===== src/rtl/chan_packet_pkg.sv =====
// chan_packet_pkg: shared magic words, FSM state encoding and register field positions for the framer
package chan_packet_pkg;
   localparam logic [7:0] HDR_MAGIC = 8'hA5;
   localparam logic [7:0] TRL_MAGIC = 8'h5A;
   localparam int EN_BIT   = 0;
   localparam int TRIG_BIT = 1;
   localparam int TAG_LSB  = 8;
   localparam int LEN_LSB  = 16;
   typedef enum logic [2:0] {IDLE, HDR, SYNC, PAY, TRL} state_t;
endpackage


===== src/rtl/chan_packet_out_reg.sv =====
// chan_packet_out_reg: one-entry valid/ready holding register driving the packet output
module chan_packet_out_reg #(
   parameter int W = 32
) (
   input  logic         clk,
   input  logic         rst,
   input  logic         i_load,
   input  logic [W-1:0] i_data,
   input  logic         i_last,
   input  logic         i_ready,
   output logic         o_valid,
   output logic [W-1:0] o_data,
   output logic         o_last,
   output logic         o_can_load,
   output logic         o_accept
);
   logic         r_valid;
   logic         r_last;
   logic [W-1:0] r_data;
   always_ff @(posedge clk) begin
      if (rst) begin
         r_valid <= 1'b0;
         r_data  <= '0;
         r_last  <= 1'b0;
      end else if (i_load) begin
         r_valid <= 1'b1;
         r_data  <= i_data;
         r_last  <= i_last;
      end else if (o_accept) begin
         r_valid <= 1'b0;
         r_last  <= 1'b0;
      end
   end
   assign o_valid    = r_valid;
   assign o_data     = r_data;
   assign o_last     = r_last;
   assign o_accept   = r_valid & i_ready;
   assign o_can_load = ~r_valid | i_ready;
endmodule


===== src/rtl/chan_packet_framer.sv =====
// chan_packet_framer: frames the sample stream into header/payload/trailer packets under register control
module chan_packet_framer
   import chan_packet_pkg::*;
#(
   parameter int DATA_W = 32,
   parameter int LEN_W  = 12
) (
   input  logic              user_clk,
   input  logic              user_rst,
   input  logic [31:0]       stb_en_reg,
   input  logic              in_valid,
   input  logic [DATA_W-1:0] in_data,
   input  logic              in_sync,
   output logic              out_valid,
   output logic [DATA_W-1:0] out_data,
   output logic              out_last,
   input  logic              out_ready,
   output logic              busy,
   output logic [15:0]       pkt_count,
   output logic [15:0]       drop_count
);
   state_t            r_state, w_state_n;
   logic              r_trig_q, r_cont;
   logic [LEN_W-1:0]  r_len, r_cnt;
   logic [7:0]        r_tag;
   logic [15:0]       r_seq, r_pkt, r_drop, r_pkt_drops;
   logic              w_en, w_rise, w_start, w_again, w_unused;
   logic [7:0]        w_tag;
   logic [LEN_W-1:0]  w_len;
   logic              w_load, w_load_last, w_latch, w_drop, w_done, w_cnt_inc;
   logic [DATA_W-1:0] w_load_data;
   logic              w_can_load, w_accept, w_trl_held;

   assign w_en       = stb_en_reg[EN_BIT];
   assign w_rise     = stb_en_reg[TRIG_BIT] & ~r_trig_q;
   assign w_tag      = stb_en_reg[TAG_LSB +: 8];
   assign w_len      = stb_en_reg[LEN_LSB +: LEN_W];
   assign w_unused   = ^{stb_en_reg[31:28], stb_en_reg[7:2]};
   assign w_start    = (w_len != '0) && (w_en || w_rise);
   assign w_again    = r_cont && w_en && (w_len != '0);
   assign w_trl_held = out_valid && out_last;

   always_comb begin
      w_state_n   = r_state;
      w_load      = 1'b0;
      w_load_data = '0;
      w_load_last = 1'b0;
      w_latch     = 1'b0;
      w_drop      = 1'b0;
      w_done      = 1'b0;
      w_cnt_inc   = 1'b0;
      case (r_state)
         IDLE: begin
            w_latch   = w_start;
            w_state_n = w_start ? HDR : IDLE;
         end
         HDR: begin
            if (!out_valid) begin
               w_load      = 1'b1;
               w_load_data = {HDR_MAGIC, r_tag, r_seq};
            end else if (w_accept) w_state_n = SYNC;
         end
         SYNC: begin
            if (in_valid && in_sync) begin
               w_load      = 1'b1;
               w_load_data = in_data;
               w_state_n   = (r_len == LEN_W'(1)) ? TRL : PAY;
            end
         end
         PAY: begin
            // every valid sample uses a slot, whether it is kept or dropped
            if (in_valid) begin
               w_load      = w_can_load;
               w_load_data = in_data;
               w_drop      = ~w_can_load;
               w_cnt_inc   = 1'b1;
               w_state_n   = (r_cnt == r_len - 1'b1) ? TRL : PAY;
            end
         end
         TRL: begin
            if (!w_trl_held) begin
               w_load      = w_can_load;
               w_load_data = {TRL_MAGIC, 8'h00, r_pkt_drops};
               w_load_last = 1'b1;
            end else if (w_accept) begin
               w_done      = 1'b1;
               w_latch     = w_again;
               w_load      = w_again;
               w_load_data = {HDR_MAGIC, w_tag, r_seq + 16'd1};
               w_state_n   = w_again ? HDR : IDLE;
            end
         end
         default: w_state_n = IDLE;
      endcase
   end

   always_ff @(posedge user_clk) begin
      if (user_rst) begin
         r_state     <= IDLE;
         r_trig_q    <= 1'b0;
         r_cont      <= 1'b0;
         r_len       <= '0;
         r_cnt       <= '0;
         r_tag       <= '0;
         r_seq       <= '0;
         r_pkt       <= '0;
         r_drop      <= '0;
         r_pkt_drops <= '0;
      end else begin
         r_state  <= w_state_n;
         r_trig_q <= stb_en_reg[TRIG_BIT];
         if (w_latch) begin
            r_len  <= w_len;
            r_tag  <= w_tag;
            r_cont <= w_en;
         end
         if (r_state == SYNC) r_cnt <= LEN_W'(1);
         else if (w_cnt_inc) r_cnt <= r_cnt + 1'b1;
         if (w_drop) begin
            r_drop      <= (r_drop == 16'hFFFF) ? r_drop : r_drop + 1'b1;
            r_pkt_drops <= (r_pkt_drops == 16'hFFFF) ? r_pkt_drops : r_pkt_drops + 1'b1;
         end
         if (w_done) begin
            r_pkt       <= r_pkt + 1'b1;
            r_seq       <= r_seq + 1'b1;
            r_pkt_drops <= '0;
         end
      end
   end

   chan_packet_out_reg #(.W(DATA_W)) u_out (
      .clk        (user_clk),
      .rst        (user_rst),
      .i_load     (w_load),
      .i_data     (w_load_data),
      .i_last     (w_load_last),
      .i_ready    (out_ready),
      .o_valid    (out_valid),
      .o_data     (out_data),
      .o_last     (out_last),
      .o_can_load (w_can_load),
      .o_accept   (w_accept)
   );

   assign busy       = (r_state != IDLE);
   assign pkt_count  = r_pkt;
   assign drop_count = r_drop;
endmodule


===== config.mk =====
export PLATFORM = sky130hd
export DESIGN_NAME = chan_packet_framer
export DESIGN_NICKNAME = d
export VERILOG_FILES = /design/src/rtl/chan_packet_pkg.sv /design/src/rtl/chan_packet_out_reg.sv /design/src/rtl/chan_packet_framer.sv
export SDC_FILE = /design/constraint.sdc
export NUM_CORES = 1
export LEC_CHECK = 0
export CELL_PAD_IN_SITES_DETAIL_PLACEMENT = 0
export CELL_PAD_IN_SITES_GLOBAL_PLACEMENT = 1
export CORE_ASPECT_RATIO = 0.9
export CORE_MARGIN = 2
export CORE_UTILIZATION = 39
export DETAILED_ROUTE_END_ITERATION = 16
export PLACE_DENSITY = 0.86
export SLEW_MARGIN = 30
export SYNTH_ARGS = -nofsm -noshare
export SYNTH_HDL_FRONTEND = slang
export SYNTH_SLANG_ARGS = --single-unit

===== constraint.sdc =====
create_clock -name user_clk -period 2.59 [get_ports user_clk]
set_clock_uncertainty 0.05 [all_clocks]
set_input_delay 0.259 -clock user_clk [delete_from_list [all_inputs] [get_ports user_clk]]
set_output_delay 0.259 -clock user_clk [all_outputs]
set_load 0.1 [all_outputs]

==> results.md <==
* Hold Fails Final Rpt at 0
* Worst-Skew Late Latency at 0.41 ns
* Vias in the first global route at 5,666
* CTS clk-pin slew, worst paths at 0.06 ns
* WS Path Type: register to register
* Clock share of power at 28.0%
* Pin count of the biggest net entering global routing at 42
* # DRC at 0
* Layout cells sized above 1 at 15.9%
* Setup Fix Bufs, Post-CTS at 0
* Overall Global Routing Usage at 19.8%
* Maximum operating frequency at 0.438 GHz
* Die Ht at 128 um
* Compound-cell area share of the yosys netlist at 13.9%
* YS warnings at 0
* Number of port buffers at 125
* Critical Path End Type: register
* Slew margin rel. at 69.3%
* Syn Nets at 847
* TritonCTS buffer count at 17
* Status: complete, no violations
* Critical-path top delay cell: a311o_1
* Ys async rst share at 0%
* HP Start: user_rst
* Critical-path maximum fanout at 7
* Num ports at 136
* Top_reg_cell synth: dfxtp_1
* Tmin final at 2.28 ns
* Comb power frac at 42.9%
* Initial Util at 39.6%
* Placement row count at 45
* Final setup viols at 0
* Reg2reg start: r_len[1]
* Syn Std Cell Area at 6670 sq um
* Sequential-to-total area share from yosys stat at 40.5%
* GP Congestion at 0.832
* Max VDD drop at 968 uV
* Grt ovf at 0
* Crit path from: r_len[1]
* Filler instances at 1,593
* Core area at 16,800 sq um
* Worst-margin pin slew at 0.460 ns
* CTS tree: yes
* Seq cells post-synth at 135
* Hold Crit Class: input port to register
* Post-route ant nets at 0
* Setup TNS at 0 ns
* Via-per-instance ratio at 5.35
* Number of flops mapped to enable cells by yosys at 0
* Synth Area in Simple Gates at 24.8%
* # Max-Cap Violations at 0
* CTS H-Tree Depth at 4
* Root buf cell: clkbuf_16
* Sequential power share at 29.0%
* Antenna violations before repair at 0
* Max-slew violations at 0
* Longest Clk Path Bufs at 2
* Routed WL per cell at 15.9 um
* Starting DRT DRC Count at 427
* Routed Wire Length at 17,700 um
* WP data arrival at 2.56 ns
* Unrepaired setup endpoints after global routing: no
* Layout area overhead at 29.9%
* Design Area, Final at 8660 sq um
* # diodes at 0
* Power per cell area at 1070 nW/um^2
* Switching power at 0.00409 W
* Layout Nets at 967
* Final period util at 88.1%
* Mapped Cells at 771
* Die width at 142 um
* R2R setup slack at 0.31 ns
* Drt pass-1 iters at 5
* Hold_buf cts at 0
* Die area at 18,200 sq um
* Main combinational cell family by area after synthesis: simple AND/OR/NAND/NOR gates
* Xor and xnor area share after synthesis at 12.6%
* Placed instance area at 8020 sq um
* Switching Share at 44.0%
* WP data required at 2.87 ns
* Count of different cell masters after synthesis at 64
* Total power at 0.00930 W
* Vias at 5,964
* CTS sink cnt at 135
* Avg Cell Area, Syn at 8.65 sq um
* Post-CTS resize count at 0
* Utilization after layout at 51.5%
* Crit path largest cell delay at 0.39 ns
* Post-Synth Adder-Cell Area at 1.31%
* Global-route wire length before repair at 28,800 um
* Leak at 3.35 nW
* Multiplexer share of the synthesized area at 3.15%
* Crit start category: register
* Cells along the critical path: inv_1 > ha_1 > nor4b_4 > a21boi_1 > o211ai_1 > nand3b_1 > a311o_1 > a211oi_1
* Int Pwr at 0.00521 W
* Dpl hpwl at 12,500 um
==> final cells by class <==
cell class	count	area, sq um	area share [%]
clock buffer	21	470	5.43
clock inverter	11	170	1.96
inverter	6	22.5	0.260
multi-input combinational	580	3730	43.1
sequential	135	2700	31.2
tap	211	264	3.05
timing repair buffer	151	1300	15.0
==> logic make-up after synthesis <==
family	count (synthesis)
buffers and inverters	56
adder cells (fa/ha/maj)	7
flip-flops	135
AO/OA/AOI/OAI	119
XOR/XNOR	96
AND/OR/NAND/NOR	337
multiplexers	21
==> registers in the layout, indices dropped and copies added, names as in the netlist <==
signal         count
drop_count        16
pkt_count         16
r_cnt             12
r_cont             1
r_len             12
r_pkt_drops       16
r_seq             16
r_state            3
r_tag              8
r_trig_q           1
u_out.o_data      32
u_out.o_last       1
u_out.o_valid      1
==> final timing paths <==
kind / depth (start not counted) / to
max: 8 / r_state[0]
min: 2 / r_tag[4]
max reg2reg: 8 / r_state[0]
min reg2reg: 2 / u_out.o_data[23]
==> cell usage in the layout (no fill, tap or decap), types with 17 or more instances in the layout <==
master,n
a21oi_1,23
nand4_1,21
dfxtp_1,134
nand2_1,58
nor2_1,143
a222oi_1,19
buf_4,92
a211oi_1,24
nand3_1,35
mux2i_1,21
clkdlybuf4s50_1,57
xnor2_1,40
xor2_1,56
clkbuf_16,17
==> Yosys cell counts (19+ instances only) <==
cell      number  area share [%]
nand2_1       58             3.3
a21oi_1       23             1.7
nand4_1       21             2.0
xnor2_1       40             5.3
a222oi_1      19             2.9
a211oi_1      24             2.7
mux2i_1       21             3.2
nor2_1       144             8.1
nand3_1       35             2.6
xor2_1        56             7.4
dfxtp_1      135              41
clkbuf_1      30             1.7
==> worst max-delay path, delay by kind of cell, from the launching register on <==
kind,cells,cell delay [ns]
AOI/OAI and AO/OA,4,0.94
and+or+nand+nor,2,0.48
DFF,1,0.33
adders and majority gates,1,0.33
buffers and inverters,1,0.08
==> power groups by stage <==
stage | Clock (W) | Sequential, W | Combinational, W
floorplan | 0 | 0.00437 | 0.00145
global placement | 0 | 0.00273 | 0.00397
detailed placement | 0 | 0.00274 | 0.00399
CTS | 0.00266 | 0.00270 | 0.00400
global route | 0.00276 | 0.00275 | 0.00423
finish | 0.00261 | 0.00270 | 0.00400
==> routing by layer <==
layer / global-route usage, % / part of all wire, % / vias to the layer above / wire length [um]
li1: - / - / 2986 / -
met1: 28.4 / 50 / 2795 / 8830
met2: 29.4 / 44 / 172 / 7720
met3: 5.27 / 5.9 / 11 / 1040
met4: 5.47 / 0.83 / 0 / 147
met5: 0 / 0 / - / 0
==> through the flow <==
step	hold slack, ns	setup WS [ns]	std cells
global route	0.243	0.117	1115
floorplan	0.337	0.124	771
global placement	0.425	0.180	1083
CTS	0.220	0.277	1115
detailed placement	0.439	0.144	1083
finish	0.234	0.308	1115
Power figures use the tool's default switching activity.
==> variant 1, RTL diff (same settings) <==
The package constant `EN_BIT` goes from 0 to 1.
--- a/src/rtl/chan_packet_pkg.sv
+++ b/src/rtl/chan_packet_pkg.sv
@@ -3,5 +3,5 @@
    localparam logic [7:0] HDR_MAGIC = 8'hA5;
    localparam logic [7:0] TRL_MAGIC = 8'h5A;
-   localparam int EN_BIT   = 0;
+   localparam int EN_BIT   = 1;
    localparam int TRIG_BIT = 1;
    localparam int TAG_LSB  = 8;
Check against the original RTL: not equivalent (a bounded check fails within 4 cycles, from zero or initial values and one cycle with user_rst high).
==> variant 1 against the unedited design <==
Final area decreased by 0.58%; setup slack got worse by 85 ps; non-clock buffer count decreased by 4; sequential power decreased by 4%; power decreased by 5.8%; area after synthesis decreased by 0.53%; worst hold slack improved by 37 ps; sequential cell count decreased by 1; clock power decreased by 2%; routed wire length decreased by 4.3%; global-route usage decreased by 0.59 points; critical path type unchanged; largest cell class unchanged.
==> variant 1: results (changes against the unedited design) <==
* Num CTS Buffers at 17 (unchanged)
* Vias in the first global route at 5405 (was 5666)
* Total track usage at 19.24% (was 19.82%)
* Initial antenna violation count at 0 (unchanged)
* Global-route wire length before repair at 27.84 mm (was 28.81 mm)
* Post-synth EDFFs at 0 (unchanged)
* Synth area leaders: dfxtp_1 40%, nor2_1 8.0%, xor2_1 6.6% (was dfxtp_1 41%, nor2_1 8.1%, xor2_1 7.4%)
* ANT cells at 0 (unchanged)
* # nets final at 974 (was 967)
* Async S/R FF share, synth at 0% (unchanged)
* Worst-skew pair later-pin latency at between 400 and 500 ps
* Starting DRT DRC Count at 455 (was 427)
* P_leak at 3.230 nW (was 3.345 nW)
* Class of the worst hold path: input pin to register (unchanged)
* CP Max Fanout at 7 (unchanged)
* Clock Pin Slew Worst Setup and Hold Paths at 60 ps (about the same)
* Synth area leader: dfxtp_1 (unchanged)
* Largest net degree at the start of global routing at 52 (was 42)
* Placed Area at 0.007981 mm² (was 0.008024 mm²)
* Root Driver: clkbuf_16 (unchanged)
* # Post-CTS Setup Buffers at 0 (unchanged)
* Detailed Route WL at 16.97 mm (was 17.74 mm)
* Synth Net Count at 858 (was 847)
* Kind of cell adding the most delay to the critical path: simple AND/OR/NAND/NOR gates (was compound AO/OA/AOI/OAI gates)
* Max reg flops at 32 (unchanged)
* CTS H-tree lvls at 4 (unchanged)
* Worst vdd ir at 0.4822 mV (was 0.9679 mV)
* Synth warnings at 0 (unchanged)
* PostCTS Resize Cnt at 0 (unchanged)
* Yosys cell types at 59 (was 64)
* Max-slew violation count at 0 (unchanged)
* Worst slew margin at 58.32% (was 69.30%)
* Max Root-Sink Buffers at 2 (unchanged)
* Arrival @ worst endpoint at 2590 ps (was 2560 ps)
* Slowest library cell on the worst path: or4_1 (was a311o_1)
* Synth cell count leaders: 142 x nor2_1, 134 x dfxtp_1, 52 x nand2_1, 50 x xor2_1, 36 x xnor2_1 (was 144 x nor2_1, 135 x dfxtp_1, 58 x nand2_1, 56 x xor2_1, 40 x xnor2_1)
* Post-synthesis sequential area ratio at 40.43% (was 40.52%)
* Vias per inst at 5.295 (was 5.349)
* Post-DP HPWL at 11.85 mm (was 12.49 mm)
* Drt pass-1 iters at 6 (was 5)
* Share of layout cells above drive strength 1 at 16.90% (was 15.93%)
* PortBufs at 124 (was 125)
* Status: complete, no violations (unchanged)
* Placer congestion estimate at 0.8466 (was 0.8315)
* CP max stage delay at 530 ps (was 390 ps)
-- variant 1: cell families (layout without fill, tap and decap cells) --
kind of cell,after synthesis,in the layout,synth area share (%)
AND/OR/NAND/NOR,335,335,24.89
flip-flops,134,134,40.43
multiplexers,27,27,4.092
XOR/XNOR,86,86,11.35
adder cells (fa/ha/maj),7,7,1.320
AO/OA/AOI/OAI,132,132,13.77
buffers and inverters,61,190,4.149
-- variant 1: final timing paths --
| check | cells past startpoint | end | from | slack [ps] |
|---|---|---|---|---|
| worst min-delay path | 2 | pkt_count[0] | user_rst | 270 |
| worst max-delay path | 7 | r_state[1] | r_len[0] | 220 |
| worst min register to register | 2 | r_tag[2] | r_tag[2] | 450 |
| worst max register to register | 7 | r_state[1] | r_len[0] | 220 |
-- variant 1: area by class of cell --
class,instances,area [µm²]
Clock buffer,20,456.7
Clock inverter,12,176.4
Fill cell,1585,8164
Inverter,11,41.29
Multi-Input combinational cell,587,3685
Sequential cell,134,2698
Tap cell,211,264.0
Timing Repair Buffer,147,1294
-- variant 1: worst register-to-register path, stage by stage (launching register included) --
cell,delay [ps]
dfxtp_1,470
inv_1,80
ha_1,310
xor2_1,150
nand3_1,100
or4_1,530
nor4_2,420
o22ai_1,120
-- variant 1: power by group --
group / total (mW) / switching [mW] / internal [mW]
Sequential: 2.60 / 0.231 / 2.37
Combinational: 3.60 / 2.62 / 0.979
Clock: 2.57 / 0.910 / 1.66
Total: 8.77 / 3.76 / 5.01
-- variant 1: through the flow --
stage / total power [mW] / instances / setup WS [ps] / util, %
after global routing: 9.165 / 1122 / 97.41 / 51.34
final: 8.767 / 1122 / 223.6 / 51.34
after floorplan: 5.424 / 782 / 18.53 / -
after detailed placement: 6.242 / 1090 / 154.6 / 47.57
after global placement: 6.221 / 1090 / 176.6 / 47.57
after CTS: 8.835 / 1122 / 226.9 / 51.34
-- variant 1: metal layers --
layer	GRT usage [%]	vias up	wire length (µm)
met2	29.07	180	7247
met3	4.445	20	1164
met4	7.059	0	308
met1	26.87	2719	8253
li1	-	3022	-
met5	0	-	0
==> variant 2, RTL diff (same flow settings) <==
Without the edit above. Put one more register stage on the output `pkt_count`, cleared by the reset. The value now appears one clock later. The other outputs are not delayed to match.
--- a/src/rtl/chan_packet_framer.sv
+++ b/src/rtl/chan_packet_framer.sv
@@ -144,5 +144,11 @@
 
    assign busy       = (r_state != IDLE);
-   assign pkt_count  = r_pkt;
+   always_ff @(posedge user_clk) begin
+      if (user_rst) begin
+         pkt_count <= '0;
+      end else begin
+         pkt_count <= r_pkt;
+      end
+   end
    assign drop_count = r_drop;
 endmodule
Check against the original RTL: not equivalent (a bounded check fails within 10 cycles, from zero or initial values and one cycle with user_rst high).
==> variant 2 against the unedited design <==
Final area grew 4.3%; area after synthesis grew 5.7%; power grew 4.2%; sequential share of layout area grew 2.2 points; critical path type unchanged; routed wire length grew 3.0%; setup slack lost 60 ps; highest routed layer unchanged; sequential cell count grew 16; count of clock-buffer cells in the layout shrank 1.
==> variant 2: results (changes against the unedited design) <==
* Worst slew margin at 63.03% (was 69.30%)
* Synth Net Count at 896 (was 847)
* Vias in the first global route at 5798 (was 5666)
* DP Cell Count at 1158 (was 1083)
* Worst vdd ir at 0.5247 mV (was 0.9679 mV)
* Placer congestion estimate at 0.8280 (was 0.8315)
* Post-DR wirelength/cell at 15.36 µm (was 15.91 µm)
* Kind of cell adding the most delay to the critical path: simple AND/OR/NAND/NOR gates (was compound AO/OA/AOI/OAI gates)
* Post-DP HPWL at 12.73 mm (was 12.49 mm)
* Vias per inst at 5.294 (was 5.349)
* Metal3 WL at 943 µm (was 1.038 mm)
* Via count at 6295 (was 5964)
* Largest net degree at the start of global routing at 66 (was 42)
* # nets final at 1013 (was 967)
* Synth cell count leaders: 151 x dfxtp_1, 131 x nor2_1, 63 x nand2_1, 56 x xor2_1, 46 x nand3_1 (was 144 x nor2_1, 135 x dfxtp_1, 58 x nand2_1, 56 x xor2_1, 40 x xnor2_1)
* Post-synthesis sequential area ratio at 42.88% (was 40.52%)
* # Post-CTS Setup Buffers at 0 (unchanged)
* Place WS at 154.9 ps (was 144.4 ps)
* Synthesized area per cell at 8.597 µm² (was 8.651 µm²)
* Status: complete, no violations (unchanged)
* CP Max Fanout at 5 (was 7)
* Met2 routed WL at 8.511 mm (was 7.723 mm)
* Root Driver: clkbuf_16 (unchanged)
* Arrival @ worst endpoint at 2580 ps (was 2560 ps)
* Global-route wire length before repair at 29.97 mm (was 28.81 mm)
* Synth area leaders: dfxtp_1 43%, nor2_1 7.0%, xor2_1 7.0% (was dfxtp_1 41%, nor2_1 8.1%, xor2_1 7.4%)
* P_leak at 3.451 nW (was 3.345 nW)
* Total track usage at 19.07% (was 19.82%)
* ANT cells at 0 (unchanged)
* CP max stage delay at 570 ps (was 390 ps)
* Starting DRT DRC Count at 430 (was 427)
* Slowest library cell on the worst path: or4_4 (was a311o_1)
* Wire length on met1 at 8.570 mm (was 8.828 mm)
* Yosys cell types at 61 (was 64)
variant 2: changes by cell type after synthesis, moves of 5 or more:
cell,before,now
inv_1,6,16
nand3_1,35,46
nand2_1,58,63
a21oi_1,23,39
mux2i_1,21,13
xnor2_1,40,30
dfxtp_1,135,151
or3_1,2,10
nor2b_1,6,19
clkbuf_1,30,36
buf_4,6,1
nor2_1,144,131
o21ai_0,9,15
variant 2: cells by family after synthesis:
kind of cell / after synthesis / share of synthesized area, %
xor+xnor: 86 / 10.69
flops: 151 / 42.88
mux: 13 / 1.846
compound gates: 139 / 14.59
buf+inv: 69 / 3.976
simple gates: 355 / 24.78
fa+ha+maj: 7 / 1.242
variant 2: layout make-up:
cell class	count	area, µm²
fillers	1679	8631
clock inverters	11	127.6
repair buffers	150	1319
inverters	17	63.81
flip-flops and latches	151	3023
clock buffers	20	436.7
well taps	240	300.3
multi-input cells	600	3769
variant 2: worst paths after layout:
check / start / to / slack [ps] / cells past startpoint
worst max-delay path: r_len[4] / r_state[1] / 250 / 6
worst min-delay path: user_rst / r_tag[4] / 200 / 2
worst max register to register: r_len[4] / r_state[1] / 250 / 6
worst min register to register: r_cont / r_cont / 410 / 2
variant 2: per-stage QoR:
step	utilization [%]	total power [mW]	cell area (µm²)
floorplan	-	6.316	7049
global placement	47.96	7.301	8474
detailed placement	47.96	7.350	8474
CTS	51.15	9.746	9039
global route	51.15	10.17	9039
finish	51.15	9.693	9039
variant 2: layer usage:
layer,up-vias,global-route usage [%]
met5,-,0
met4,0,6.427
met3,21,4.306
met2,155,30.08
met1,2965,25.74
li1,3154,-
variant 2: power breakdown:
| part | leakage [nW] | switching [mW] | internal (mW) |
|---|---|---|---|
| clock network | 0.266 | 0.976 | 1.42 |
| logic | 1.96 | 3.08 | 1.23 |
| registers | 1.22 | 0.308 | 2.68 |
| total | 3.45 | 4.36 | 5.33 |
